--- src/rtl/cart_mmc1.sv ---
// ---------------------------------------------------------------------------
// cart_mmc1 : MMC1 (SxROM) cartridge mapper
//
// CPU writes to $8000-$FFFF feed a 5-bit serial loader. Each fifth write
// commits the assembled value to one of four bank registers. The registers
// select banking modes and bank numbers, and they drive the PRG and CHR BRAM
// addresses and the CIRAM mirroring line. The BRAMs are external. Their one
// cycle of read latency is absorbed outside this block.
//
// Ports
//   clk_sys        system clock
//   rst            synchronous reset, active high; rst_out mirrors it
//   prg_nce_in     PRG chip enable (active low, CPU $8000-$FFFF)
//   prg_a_in       CPU address [14:0]
//   prg_r_nw_in    CPU read/write (1 = read)
//   prg_d_in       CPU write data
//   prg_d_out      PRG read data to CPU (zero while not selected)
//   prg_rom_addr   banked PRG BRAM address
//   prg_rom_q      PRG BRAM data
//   chr_a_in       PPU address [13:0]
//   chr_r_nw_in    PPU read/write (1 = read)
//   chr_d_in       PPU write data
//   chr_d_out      CHR read data to PPU (zero in the nametable half)
//   chr_mem_addr   banked CHR BRAM address
//   chr_mem_q      CHR BRAM data
//   chr_mem_d      CHR-RAM write data
//   chr_mem_we     CHR-RAM write enable (always 0 for CHR ROM)
//   ciram_nce_out  CIRAM enable, active low
//   ciram_a10_out  CIRAM A10 (mirroring)
// ---------------------------------------------------------------------------
module cart_mmc1 #(
    parameter int PRG_BANKS_LOG2 = 3,
    parameter int CHR_BANKS_LOG2 = 5,
    parameter bit CHR_RAM        = 1'b0
) (
    input  logic                        clk_sys,
    input  logic                        rst,
    output logic                        rst_out,
    input  logic                        prg_nce_in,
    input  logic [14:0]                 prg_a_in,
    input  logic                        prg_r_nw_in,
    input  logic [7:0]                  prg_d_in,
    output logic [7:0]                  prg_d_out,
    output logic [14+PRG_BANKS_LOG2-1:0] prg_rom_addr,
    input  logic [7:0]                  prg_rom_q,
    input  logic [13:0]                 chr_a_in,
    input  logic                        chr_r_nw_in,
    input  logic [7:0]                  chr_d_in,
    output logic [7:0]                  chr_d_out,
    output logic [12+CHR_BANKS_LOG2-1:0] chr_mem_addr,
    input  logic [7:0]                  chr_mem_q,
    output logic [7:0]                  chr_mem_d,
    output logic                        chr_mem_we,
    output logic                        ciram_nce_out,
    output logic                        ciram_a10_out
);

    logic       wr_q;
    logic [2:0] cnt_q,     cnt_d;
    logic [4:0] shift_q,   shift_d;
    logic [4:0] control_q, control_d;
    logic [4:0] chr0_q,    chr0_d;
    logic [4:0] chr1_q,    chr1_d;
    logic [4:0] prg_q,     prg_d;

    logic       wr_now_s;
    logic       wr_pulse_s;
    logic [4:0] shift_full_s;
    logic [3:0] prg_bank_s;
    logic [4:0] chr_bank_s;

    // One pulse per CPU write, however long the strobe is held.
    assign wr_now_s     = ~prg_nce_in & ~prg_r_nw_in;
    assign wr_pulse_s   = wr_now_s & ~wr_q;
    // Value that the fifth write commits: the new bit on top of the four already shifted in.
    assign shift_full_s = {prg_d_in[0], shift_q[4:1]};

    // Serial loader and bank register next-state.
    always_comb begin
        cnt_d     = cnt_q;
        shift_d   = shift_q;
        control_d = control_q;
        chr0_d    = chr0_q;
        chr1_d    = chr1_q;
        prg_d     = prg_q;
        if (wr_pulse_s) begin
            if (prg_d_in[7]) begin
                cnt_d          = 3'd0;
                shift_d        = 5'd0;
                control_d[3:2] = 2'b11;
            end else if (cnt_q != 3'd4) begin
                shift_d = shift_full_s;
                cnt_d   = cnt_q + 3'd1;
            end else begin
                cnt_d   = 3'd0;
                shift_d = 5'd0;
                // Only the address of the fifth write selects the target register.
                case (prg_a_in[14:13])
                    2'd0:    control_d = shift_full_s;
                    2'd1:    chr0_d    = shift_full_s;
                    2'd2:    chr1_d    = shift_full_s;
                    2'd3:    prg_d     = shift_full_s;
                    default: prg_d     = prg_q;
                endcase
            end
        end else begin
            cnt_d = cnt_q;
        end
    end

    // State registers. Reset takes priority over a coincident write.
    always_ff @(posedge clk_sys) begin
        if (rst) begin
            wr_q      <= 1'b0;
            cnt_q     <= 3'd0;
            shift_q   <= 5'd0;
            control_q <= 5'b01100;
            chr0_q    <= 5'd0;
            chr1_q    <= 5'd0;
            prg_q     <= 5'd0;
        end else begin
            wr_q      <= wr_now_s;
            cnt_q     <= cnt_d;
            shift_q   <= shift_d;
            control_q <= control_d;
            chr0_q    <= chr0_d;
            chr1_q    <= chr1_d;
            prg_q     <= prg_d;
        end
    end

    // PRG bank selection. prg[4] is unused; the bank is truncated to the ROM size.
    always_comb begin
        prg_bank_s = 4'h0;
        case (control_q[3:2])
            2'b00, 2'b01: prg_bank_s = {prg_q[3:1], prg_a_in[14]};
            2'b10:        prg_bank_s = prg_a_in[14] ? prg_q[3:0] : 4'h0;
            2'b11:        prg_bank_s = prg_a_in[14] ? 4'hF : prg_q[3:0];
            default:      prg_bank_s = 4'h0;
        endcase
    end

    // CHR bank selection: one 8K bank (chr0 with LSB replaced by A12), or two 4K banks.
    always_comb begin
        chr_bank_s = 5'd0;
        if (control_q[4]) begin
            chr_bank_s = chr_a_in[12] ? chr1_q : chr0_q;
        end else begin
            chr_bank_s = {chr0_q[4:1], chr_a_in[12]};
        end
    end

    // Nametable mirroring.
    always_comb begin
        ciram_a10_out = 1'b0;
        case (control_q[1:0])
            2'd0:    ciram_a10_out = 1'b0;
            2'd1:    ciram_a10_out = 1'b1;
            2'd2:    ciram_a10_out = chr_a_in[10];
            2'd3:    ciram_a10_out = chr_a_in[11];
            default: ciram_a10_out = 1'b0;
        endcase
    end

    assign prg_rom_addr  = {prg_bank_s[PRG_BANKS_LOG2-1:0], prg_a_in[13:0]};
    assign chr_mem_addr  = {chr_bank_s[CHR_BANKS_LOG2-1:0], chr_a_in[11:0]};
    assign prg_d_out     = prg_rom_q & {8{~prg_nce_in}};
    assign chr_d_out     = chr_mem_q & {8{~chr_a_in[13]}};
    assign chr_mem_d     = chr_d_in;
    assign chr_mem_we    = CHR_RAM ? (~chr_a_in[13] & ~chr_r_nw_in) : 1'b0;
    assign ciram_nce_out = ~chr_a_in[13];
    assign rst_out       = rst;

endmodule

--- config.mk ---
export PLATFORM = sky130hd
export DESIGN_NAME = cart_mmc1
export DESIGN_NICKNAME = d
export VERILOG_FILES = /design/src/rtl/cart_mmc1.sv
export SDC_FILE = /design/constraint.sdc
export NUM_CORES = 1
export LEC_CHECK = 0
export CAP_MARGIN = 20
export CORE_ASPECT_RATIO = 0.5
export CORE_MARGIN = 2
export CORE_UTILIZATION = 30
export DETAILED_ROUTE_END_ITERATION = 16
export HOLD_SLACK_MARGIN = 0.06
export PLACE_DENSITY = 0.77
export SYNTH_ARGS = -nofsm -noshare
export SYNTH_HDL_FRONTEND = slang
export SYNTH_SLANG_ARGS = --single-unit
--- constraint.sdc ---
create_clock -name clk_sys -period 1.68 [get_ports clk_sys]
set_input_delay 0.42 -clock clk_sys [delete_from_list [all_inputs] [get_ports clk_sys]]
set_output_delay 0.42 -clock clk_sys [all_outputs]
set_load 0.01 [all_outputs]
# Yosys cells after proc, flatten, opt, wreduce, memory -nomap -nowiden
# Index checks and enable logic that the tools add are counted.
dict set report op_classes {
  add_sub_neg 1
  n_eq_ne 11
  mux 13
  bitwise 10
  reduce_logical 10
}
# op n
set op_table {}
lappend op_table {{2-to-1 mux 5 bit} 4}
lappend op_table {{bitwise AND 8 bit} 2}
lappend op_table {{AND reduction 4 bit} 4}
lappend op_table {{== test 2 bit (second input constant)} 6}
lappend op_table {{2-to-1 mux 3 bit} 4}
lappend op_table {{one-hot mux 3 bit (3 select lines)} 1}
lappend op_table {{2-to-1 mux 4 bit} 2}
lappend op_table {{== test 2 x 1 -> 1 bit (second input constant)} 3}
lappend op_table {{logical NOT 2 bit} 3}
lappend op_table {{inverter 1 bit} 6}
lappend op_table {{one-hot mux 1 bit (4 select lines)} 1}
lappend op_table {{adder 3 x 1 -> 3 bit (second input constant)} 1}
lappend op_table {{inequality test 3 bit (second input constant)} 1}
lappend op_table {{AND reduction 3 bit} 1}
lappend op_table {{bitwise AND 1 bit} 2}
lappend op_table {{2-to-1 mux 2 bit} 1}
lappend op_table {{inequality test 2 bit (second input constant)} 1}
lappend op_table {{nonzero test 2 bit} 1}
lappend op_table {{OR reduction 2 bit} 1}
dict set report word_totals {
  reg_bits 27
  in_bits 66
  output_inout_bits 62
  wordCells 53
}

# Depth between registers and ports, before layout
# Gate-level depths: netlist of the first run.
dict set report depth {
  ltp_word 4
  depth_mapped 6
  depth_no_buf 5
}

# Least setup slack after synthesis of the first run
# Ideal clock, no wire load.
dict set report synth_timing {
  kind {reg2reg}
  startpoint {register cnt_q[0]}
  endpoint {register chr0_q[0]}
  setup_time_ns 0.132
  arrival_ns 1.470
  required_ns 1.548
  setup_slack_ns 0.078
  path_stages_with_launch 7
  path_buffers 1
  period_less_slack_ns 1.602
  path_cell_list {dfxtp_1 inv_1 ha_1 or4bb_1 clkbuf_1 o21ai_0 a21oi_1}
}
dict set report synth_between {
  elab_chain_len 3
}
# element line_no
set synth_rtl {}
lappend synth_rtl {{start: declaration} 59} ;# logic [2:0] cnt_q, cnt_d;
lappend synth_rtl {{start signal: assignment} 123} ;# cnt_q <= cnt_d;
lappend synth_rtl {{inequality test 3 bit} 91} ;# end else if (cnt_q != 3'd4) begin
lappend synth_rtl {{inverter 1 bit (no line)} --}
lappend synth_rtl {{AND reduction 4 bit (no line)} --}
lappend synth_rtl {{end signal: assignment} 126} ;# chr0_q <= chr0_d;
lappend synth_rtl {{end: declaration} 62} ;# logic [4:0] chr0_q, chr0_d;
# Every way passes these cells.
# A chain may end at the register's enable or synchronous reset.

# Final worst setup path of the first run
dict set report layout_timing {
  startpoint {register control_q[4]}
  endpoint {output port chr_mem_addr[16]}
}
dict set report layout_between {
  elab_chain_len 1
}
# element line_no
set layout_rtl {}
lappend layout_rtl {{start: declaration} 61} ;# logic [4:0] control_q, control_d;
lappend layout_rtl {{start signal: assignment} 125} ;# control_q <= control_d;
lappend layout_rtl {{2-to-1 mux 5 bit} 146} ;# if (control_q[4]) begin
lappend layout_rtl {{end: declaration} 50} ;# output logic [12+CHR_BANKS_LOG2-1:0] chr_mem_addr,
# Every way passes these cells.

==> metrics, run 1 <==
result of the run completed; number of buffers added to fix hold violations after cts 0; instance area at placement 2140 µm²; Final Critical Period around 1.7 ns; Net Count, Synth 275; global-route wire length before repair about 7300 µm; Crit Reg-Reg Endpoint chr0_q[3]$_SDFFE_PP0P_; critical-path cell with the highest stage delay sky130_fd_sc_hd__dfxtp_4; vias in the first global route 1,612; design internal power 0.00108 W; number of DRC markers after the initial detailed-route iteration 107; Post-Synthesis Cells 207; CP required 1.26 ns; area of the die 6120 µm²; average wire per cell in the routed design 14.5 µm; number of warnings issued by yosys 0; overall die height ~56 µm; Final GP Congestion about 0.8; source of the worst hold timing path chr1_q[2]$_SDFFE_PP0P_; CTS Buffer Depth 2; path class of the lowest-slack min-delay path reg -> reg; overall routed net length 4600 µm; total setup violations reported at the end of the flow 0; pin count of the biggest net entering global routing 21; hold path depth 2; crit path max fanout 3; Clock Skew 0.00587 ns; synthesized area divided by synthesized cell count 7.94 µm²; detail-routed via count per cell 5.09; quantity of I/O buffers inserted on ports 57; LEAKAGE between 0.9 and 1 nW; peak supply drop 0.000295 V; Largest stage delay, worst path approximately 0.37 ns; vias post-DR about 1,600; class of the most critical setup path reg -> out; I/O pin cnt between 100 and 150; total congestion overflow after global routing 0; Initial DRT Pass Iterations 4; fmax 595 MHz; fraction of power consumed by sequential logic 44.6%; Gate power share between 10% and 20%; H-tree level count 1; Core Box Area 5090 µm²; clock group share of total power around 37%; TritonCTS Buffers 3; summed negative setup slack over all endpoints 0 ns; TritonCTS Sinks 26; share of the cycle needed by the critical path after routing 100%; antenna violation net count after detailed routing 0; worst skew pair latency 0.27 ns; Die X 109 µm; Final Core Density 44.8%; count of maximum capacitance violations 0; crit path launch type flip-flop; number of storage elements in the synthesis netlist 26; Min Hold Slack 0.495 ns; effective utilization at floorplan ~32%; crit end category output port; Worst R2R Setup Slack 0.12 ns; Post-Synthesis Cell Area 1640 µm²; origin of the critical flop-to-flop path cnt_q[0]$_SDFFE_PP0N_; initial antenna violation count 0; layout cells sized above 1 30.4%; aggregate global-route resource usage 14.9%; clock root cell sky130_fd_sc_hd__clkbuf_8; Switching Share 22.9%; total inserted antenna cells 0; HPWL after detailed placement 3430 µm; Power Dens Cells a little over 600 nW/µm²; number of max-slew violations in the final report 0; most prevalent standard cell on the critical path sky130_fd_sc_hd__buf_6; setup repair after global routing missed its margin yes; capture endpoint of the worst hold path chr1_q[2]$_SDFFE_PP0P_; Net count, final 316; data arrival time of the critical path 1.26 ns; path depth of the worst reg2reg path 6; area delta synth->final 38.7%; Netlist cell types 30; reported net switching power 0.000320 W; Worst-path clk slew roughly 0.09 ns; final number of hold-violating endpoints 0; CTS tree done; Cell Chain, Critical Path nand2_4 > buf_6 > mux2_4 > buf_6; remaining design rule violation count 0; post-layout instance area 2280 µm²; sequential area share after synthesis 31.7%; number of core rows 18; critical path startpoint control_q[4]$_SDFFE_PP0P_; post-layout power around 0.0014 W
-- cells in the mapped netlist --
cell	count	area share, %
sky130_fd_sc_hd__buf_4	37	17
sky130_fd_sc_hd__a21oi_1	31	9.4
sky130_fd_sc_hd__dfxtp_1	26	32
sky130_fd_sc_hd__o21ai_0	17	5.2
sky130_fd_sc_hd__nand3_1	16	4.9
sky130_fd_sc_hd__nor2b_1	16	6.1
sky130_fd_sc_hd__nand2_1	11	2.5
sky130_fd_sc_hd__nor2_1	6	1.4
sky130_fd_sc_hd__clkbuf_1	5	1.1
sky130_fd_sc_hd__inv_1	5	1.1
sky130_fd_sc_hd__mux2_2	4	2.7
sky130_fd_sc_hd__and4bb_2	3	2.3
sky130_fd_sc_hd__nor3_1	3	0.91
sky130_fd_sc_hd__o21bai_1	3	1.4
sky130_fd_sc_hd__or4bb_1	3	2.1
sky130_fd_sc_hd__ha_1	2	1.5
sky130_fd_sc_hd__nand2b_1	2	0.76
sky130_fd_sc_hd__nor4b_1	2	1.1
sky130_fd_sc_hd__o32ai_1	2	1.1
sky130_fd_sc_hd__or3_1	2	0.76
sky130_fd_sc_hd__or4b_2	2	1.2
sky130_fd_sc_hd__a31oi_1	1	0.38
sky130_fd_sc_hd__buf_2	1	0.30
sky130_fd_sc_hd__buf_6	1	0.69
sky130_fd_sc_hd__clkbuf_2	1	0.30
sky130_fd_sc_hd__conb_1	1	0.23
sky130_fd_sc_hd__nor3_2	1	0.61
sky130_fd_sc_hd__nor4_1	1	0.38
sky130_fd_sc_hd__or4_1	1	0.46
sky130_fd_sc_hd__xnor2_1	1	0.53
-- area by class of cell --
type	count	area [µm²]
multi-input combinational	131	871
timing repair buffer	81	702
sequential	26	528
fill	483	2810
clock buffer	3	41.3
tap	70	87.6
clock inverter	1	30.0
inverter	5	18.8
-- critical path: cells and delay by family (launching register included) --
kind,cells,cell delay [ns]
buffers and inverters,2,0.24
DFF,1,0.37
and+or+nand+nor,1,0.07
muxes,1,0.30
-- flip-flops by register name, indices dropped and copies added, names as in the netlist --
signal and count:
prg_q 3, wr_q 1, chr0_q 5, cnt_q 3, chr1_q 5, shift_q 4
control_q 5
-- worst max path at each step --
| stage | to | depth (start not counted) |
|---|---|---|
| after floorplan | chr0_q[0]$_SDFFE_PP0P_ | 6 |
| after detailed placement | chr_mem_addr[16] | 4 |
| final | chr_mem_addr[16] | 4 |
| after global placement | chr_mem_addr[13] | 4 |
| after global routing | chr_mem_addr[15] | 4 |
| after CTS | chr_mem_addr[16] | 4 |
-- per-stage QoR --
| step | cells | setup slack (ns) |
|---|---|---|
| final | 317 | 0.000646 |
| after global routing | 317 | -0.0313 |
| after CTS | 317 | -0.0127 |
| after detailed placement | 310 | -0.630 |
| after global placement | 310 | -0.581 |
| after floorplan | 207 | 0.0781 |
-- layer usage --
layer  wire length [µm]  global-route usage (%)  up-vias  share of wire [%]
li1                   -                       -      768                  -
met1               1730                    15.8      765                 38
met2               2480                    28.4       65                 54
met3                318                    2.90       14                6.9
met4                 80                    6.96        0                1.7
met5                  0                       0        -                  0
-- placed cells by master, fill, tap and decap left out, types with 2 or more instances in the layout --
master                            instances
sky130_fd_sc_hd__a21oi_1                 29
sky130_fd_sc_hd__a21oi_2                  2
sky130_fd_sc_hd__and4bb_2                 3
sky130_fd_sc_hd__buf_2                    4
sky130_fd_sc_hd__buf_4                   19
sky130_fd_sc_hd__buf_6                    8
sky130_fd_sc_hd__clkbuf_2                11
sky130_fd_sc_hd__clkbuf_8                 3
sky130_fd_sc_hd__clkdlybuf4s15_1          5
sky130_fd_sc_hd__clkdlybuf4s15_2          5
sky130_fd_sc_hd__clkdlybuf4s50_1         18
sky130_fd_sc_hd__dfxtp_1                 24
sky130_fd_sc_hd__dfxtp_4                  2
sky130_fd_sc_hd__dlygate4sd2_1            8
sky130_fd_sc_hd__dlymetal6s2s_1           3
sky130_fd_sc_hd__inv_1                    5
sky130_fd_sc_hd__mux2_4                   4
sky130_fd_sc_hd__nand2_1                 10
sky130_fd_sc_hd__nand3_1                 16
sky130_fd_sc_hd__nor2_1                   6
sky130_fd_sc_hd__nor2b_1                 15
sky130_fd_sc_hd__nor3_1                   3
sky130_fd_sc_hd__nor4b_2                  2
sky130_fd_sc_hd__o21ai_0                  7
sky130_fd_sc_hd__o21ai_1                 10
sky130_fd_sc_hd__o21bai_1                 3
sky130_fd_sc_hd__o32ai_2                  2
sky130_fd_sc_hd__or3_1                    2
sky130_fd_sc_hd__or4b_4                   2
sky130_fd_sc_hd__or4bb_1                  2
-- repair_timing --
| action | 4_1_cts | 5_1_grt |
|---|---|---|
| cloned | 1 | 0 |
| gates resized for setup | 91 | 47 |
| buffers inserted | 2 | 0 |
| endpoints found under the setup margin | 50 | 37 |
| hold endpoints to repair | 0 | 0 |
| pin swaps | 2 | 3 |
-- cells by family after synthesis --
group,after synthesis,share of synthesized area (%)
and+or+nand+nor,69,25.4
AOI/OAI and AO/OA,54,17.4
muxes,4,2.74
other,1,0.228
adders and majority gates,2,1.52
buffers and inverters,50,20.5
DFF,26,31.7
xor gates and xnor gates,1,0.533
-- power groups by stage --
| stage | Sequential (W) | Combinational, W | Clock (W) |
|---|---|---|---|
| 6_report | 0.000623 | 0.000255 | 0.000520 |
| 5_1_grt | 0.000624 | 0.000275 | 0.000556 |
| 4_1_cts | 0.000626 | 0.000253 | 0.000525 |
| 3_5_place_dp | 0.000640 | 0.000269 | 0 |
| 3_3_place_gp | 0.000640 | 0.000261 | 0 |
| 2_1_floorplan | 0.000639 | 0.000177 | 0 |
Note: power is estimated with default switching activity, not from simulation.
==> run 2: changes to the inputs <==
--- a/config.mk
+++ b/config.mk
@@ -8,10 +8,10 @@
 export CAP_MARGIN = 20
 export CORE_ASPECT_RATIO = 0.5
 export CORE_MARGIN = 2
-export CORE_UTILIZATION = 30
+export CORE_UTILIZATION = 34
 export DETAILED_ROUTE_END_ITERATION = 16
 export HOLD_SLACK_MARGIN = 0.06
-export PLACE_DENSITY = 0.77
+export PLACE_DENSITY = 0.82
 export SYNTH_ARGS = -nofsm -noshare
 export SYNTH_HDL_FRONTEND = slang
 export SYNTH_SLANG_ARGS = --single-unit
==> constraint.sdc (replaced) <==
create_clock -name clk_sys -period 1.7 [get_ports clk_sys]
set_input_delay 0.425 -clock clk_sys [delete_from_list [all_inputs] [get_ports clk_sys]]
set_output_delay 0.425 -clock clk_sys [all_outputs]
set_load 0.01 [all_outputs]
==> run 2 against run 1 <==
Effect of this change:
- final cell count down 1.9%
- flip-flop and latch count unchanged
- routed wire length up 2.0%
- clock-buffer cell count unchanged
- via count up 0.74%
- die area down 11%
- power down 1.8%
- largest power group unchanged
==> metrics, run 2 (synthesized netlist as in run 1, its figures left out) <==
Worst-path clk slew 0.09 ns (about the same); combined area of the multi-input logic cells 867 µm² (-0.43%); overall die height 53.2 µm (-5.6%); total setup violations reported at the end of the flow 0 (unchanged); crit path launch type flip-flop; worst slack, placed -0.604 ns (+0.0268 ns); CTS tree done; vias post-DR 1,624 (+0.74%); critical-path cell with the highest stage delay sky130_fd_sc_hd__dfxtp_2; instance area at placement 2120 µm² (-0.94%); fmax 598 MHz; final number of hold-violating endpoints 0 (unchanged); aggregate global-route resource usage 17.1% (+2.2 points); count of filler cells inserted in the layout 418 (-13%); TritonCTS Sinks 26 (unchanged); most prevalent standard cell on the critical path sky130_fd_sc_hd__buf_6; Largest stage delay, worst path 0.36 ns (about the same); vias in the first global route 1,549 (-3.9%); TritonCTS Buffers 3 (unchanged); count of maximum capacitance violations 0 (unchanged); Setup WS post-layout 0.0272 ns (+0.0265 ns); total inserted antenna cells 0 (unchanged); CP required 1.27 ns (about the same); I/O pin cnt 128 (unchanged); overall routed net length 4690 µm (+2.0%); Clock Skew 0.00549 ns (-0.000378 ns); Die X 102 µm (-5.8%); commonest cells after routing, fill and taps aside sky130_fd_sc_hd__a21oi_1, sky130_fd_sc_hd__dfxtp_1, sky130_fd_sc_hd__clkdlybuf4s50_1; result of the run completed; Final Critical Period ~1.7 ns; Post-Layout Cell Count 311 (-1.9%); H-tree level count 1 (unchanged); area of the die 5440 µm² (-11%); share of the cycle needed by the critical path after routing 98.4%; class of the most critical setup path reg -> out; number of core rows 17 (-1); Core Box Area 4530 µm² (-11%); global-route wire length before repair 7180 µm (-2.3%); pin count of the biggest net entering global routing 21 (unchanged); Largest regs chr0_q: 5 flops, chr1_q: 5 flops, control_q: 5 flops; Final GP Congestion 0.801 (unchanged); number of max-slew violations in the final report 0 (unchanged); average wire per cell in the routed design 15.1 µm (+3.9%); effective utilization at floorplan 36.3% (+4.0 points); quantity of I/O buffers inserted on ports 57 (unchanged); post-layout power 0.00137 W (-1.8%); clock root cell sky130_fd_sc_hd__clkbuf_8; layout cells sized above 1 29.0% (-1.4 points); Power Dens Cells 616 nW/µm² (+0.33%); antenna violation net count after detailed routing 0 (unchanged); number of DRC markers after the initial detailed-route iteration 108 (+0.93%); Sequential cell area 526 µm² (-0.47%); Initial DRT Pass Iterations 4 (unchanged); Min Hold Slack 0.483 ns (-0.0125 ns); remaining design rule violation count 0 (unchanged); Post-Place Cells 304 (-1.9%); area delta synth->final 35.7%; Net count, final 314 (-0.63%); initial antenna violation count 0 (unchanged); crit end category output port; setup repair after global routing missed its margin yes; HPWL after detailed placement 3300 µm (-3.8%); crit path max fanout 5 (+2); Cell Chain, Critical Path nand2_4 > buf_6 > mux2_4 > buf_6; post-layout instance area 2230 µm² (-2.1%); detail-routed via count per cell 5.22 (+2.7%); path class of the lowest-slack min-delay path reg -> reg; peak supply drop 0.000284 V (-3.6%); most common library cell in the layout ignoring fill and taps sky130_fd_sc_hd__a21oi_1; LEAKAGE 0.887 nW (-4.2%); data arrival time of the critical path 1.25 ns (about the same); worst skew pair latency 0.27 ns (about the same); total congestion overflow after global routing 0 (unchanged); CTS Buffer Depth 2 (unchanged)
## run 2: what timing repair did
item,in CTS,in global routing
hold buffers,0,0
setup endpoints to repair,55,35
pin swaps,1,3
setup buffers,4,0
gates resized for setup,82,50
## run 2: where the power goes
group          internal (W)  switching [W]  total [W]
logic              0.000137       0.000110   0.000247
registers          0.000612     0.00000529   0.000617
clock network      0.000315       0.000193   0.000509
## run 2: area by class of cell
type	count	share of cell area (%)
repair buffers	79	29.8
well taps	66	3.70
clock buffers	3	1.85
clock inverters	1	1.35
inverters	5	0.842
multi-input cells	131	38.9
flip-flops and latches	26	23.6
## run 2: metal layers
metal  wire [µm]  global-route usage (%)  part of all wire [%]  vias to the layer above
li1            -                       -                     -                      760
met1        1740                    19.2                    37                      755
met2        2420                    31.9                    52                       79
met3         388                    3.17                   8.3                       30
met4         146                    8.00                   3.1                        0
met5           0                       0                     0                        -
## run 2: per-stage QoR
| stage | util [%] | TNS, ns |
|---|---|---|
| after detailed placement | 46.8 | -23.84 |
| after CTS | 49.1 | -0.157 |
| final | 49.2 | 0 |
| after global placement | 46.8 | -21.99 |
| after global routing | 49.2 | -0.134 |
| after floorplan | - | 0 |
## run 2: worst paths after layout
| path | depth (start not counted) | slack, ns | end | from |
|---|---|---|---|---|
| max | 4 | 0.03 | chr_mem_addr[14] | control_q[4]$_SDFFE_PP0P_ |
| min | 2 | 0.48 | cnt_q[1]$_SDFFE_PP0N_ | cnt_q[1]$_SDFFE_PP0N_ |
| max reg2reg | 5 | 0.03 | control_q[3]$_SDFFE_PP1P_ | cnt_q[1]$_SDFFE_PP0N_ |
| min reg2reg | 2 | 0.48 | cnt_q[1]$_SDFFE_PP0N_ | cnt_q[1]$_SDFFE_PP0N_ |
## run 2: worst max-delay path, delay by kind of cell (launching register included)
family / cells / cell delay [ns]
flops: 1 / 0.36
mux: 1 / 0.29
buf+inv: 2 / 0.24
simple gates: 1 / 0.08
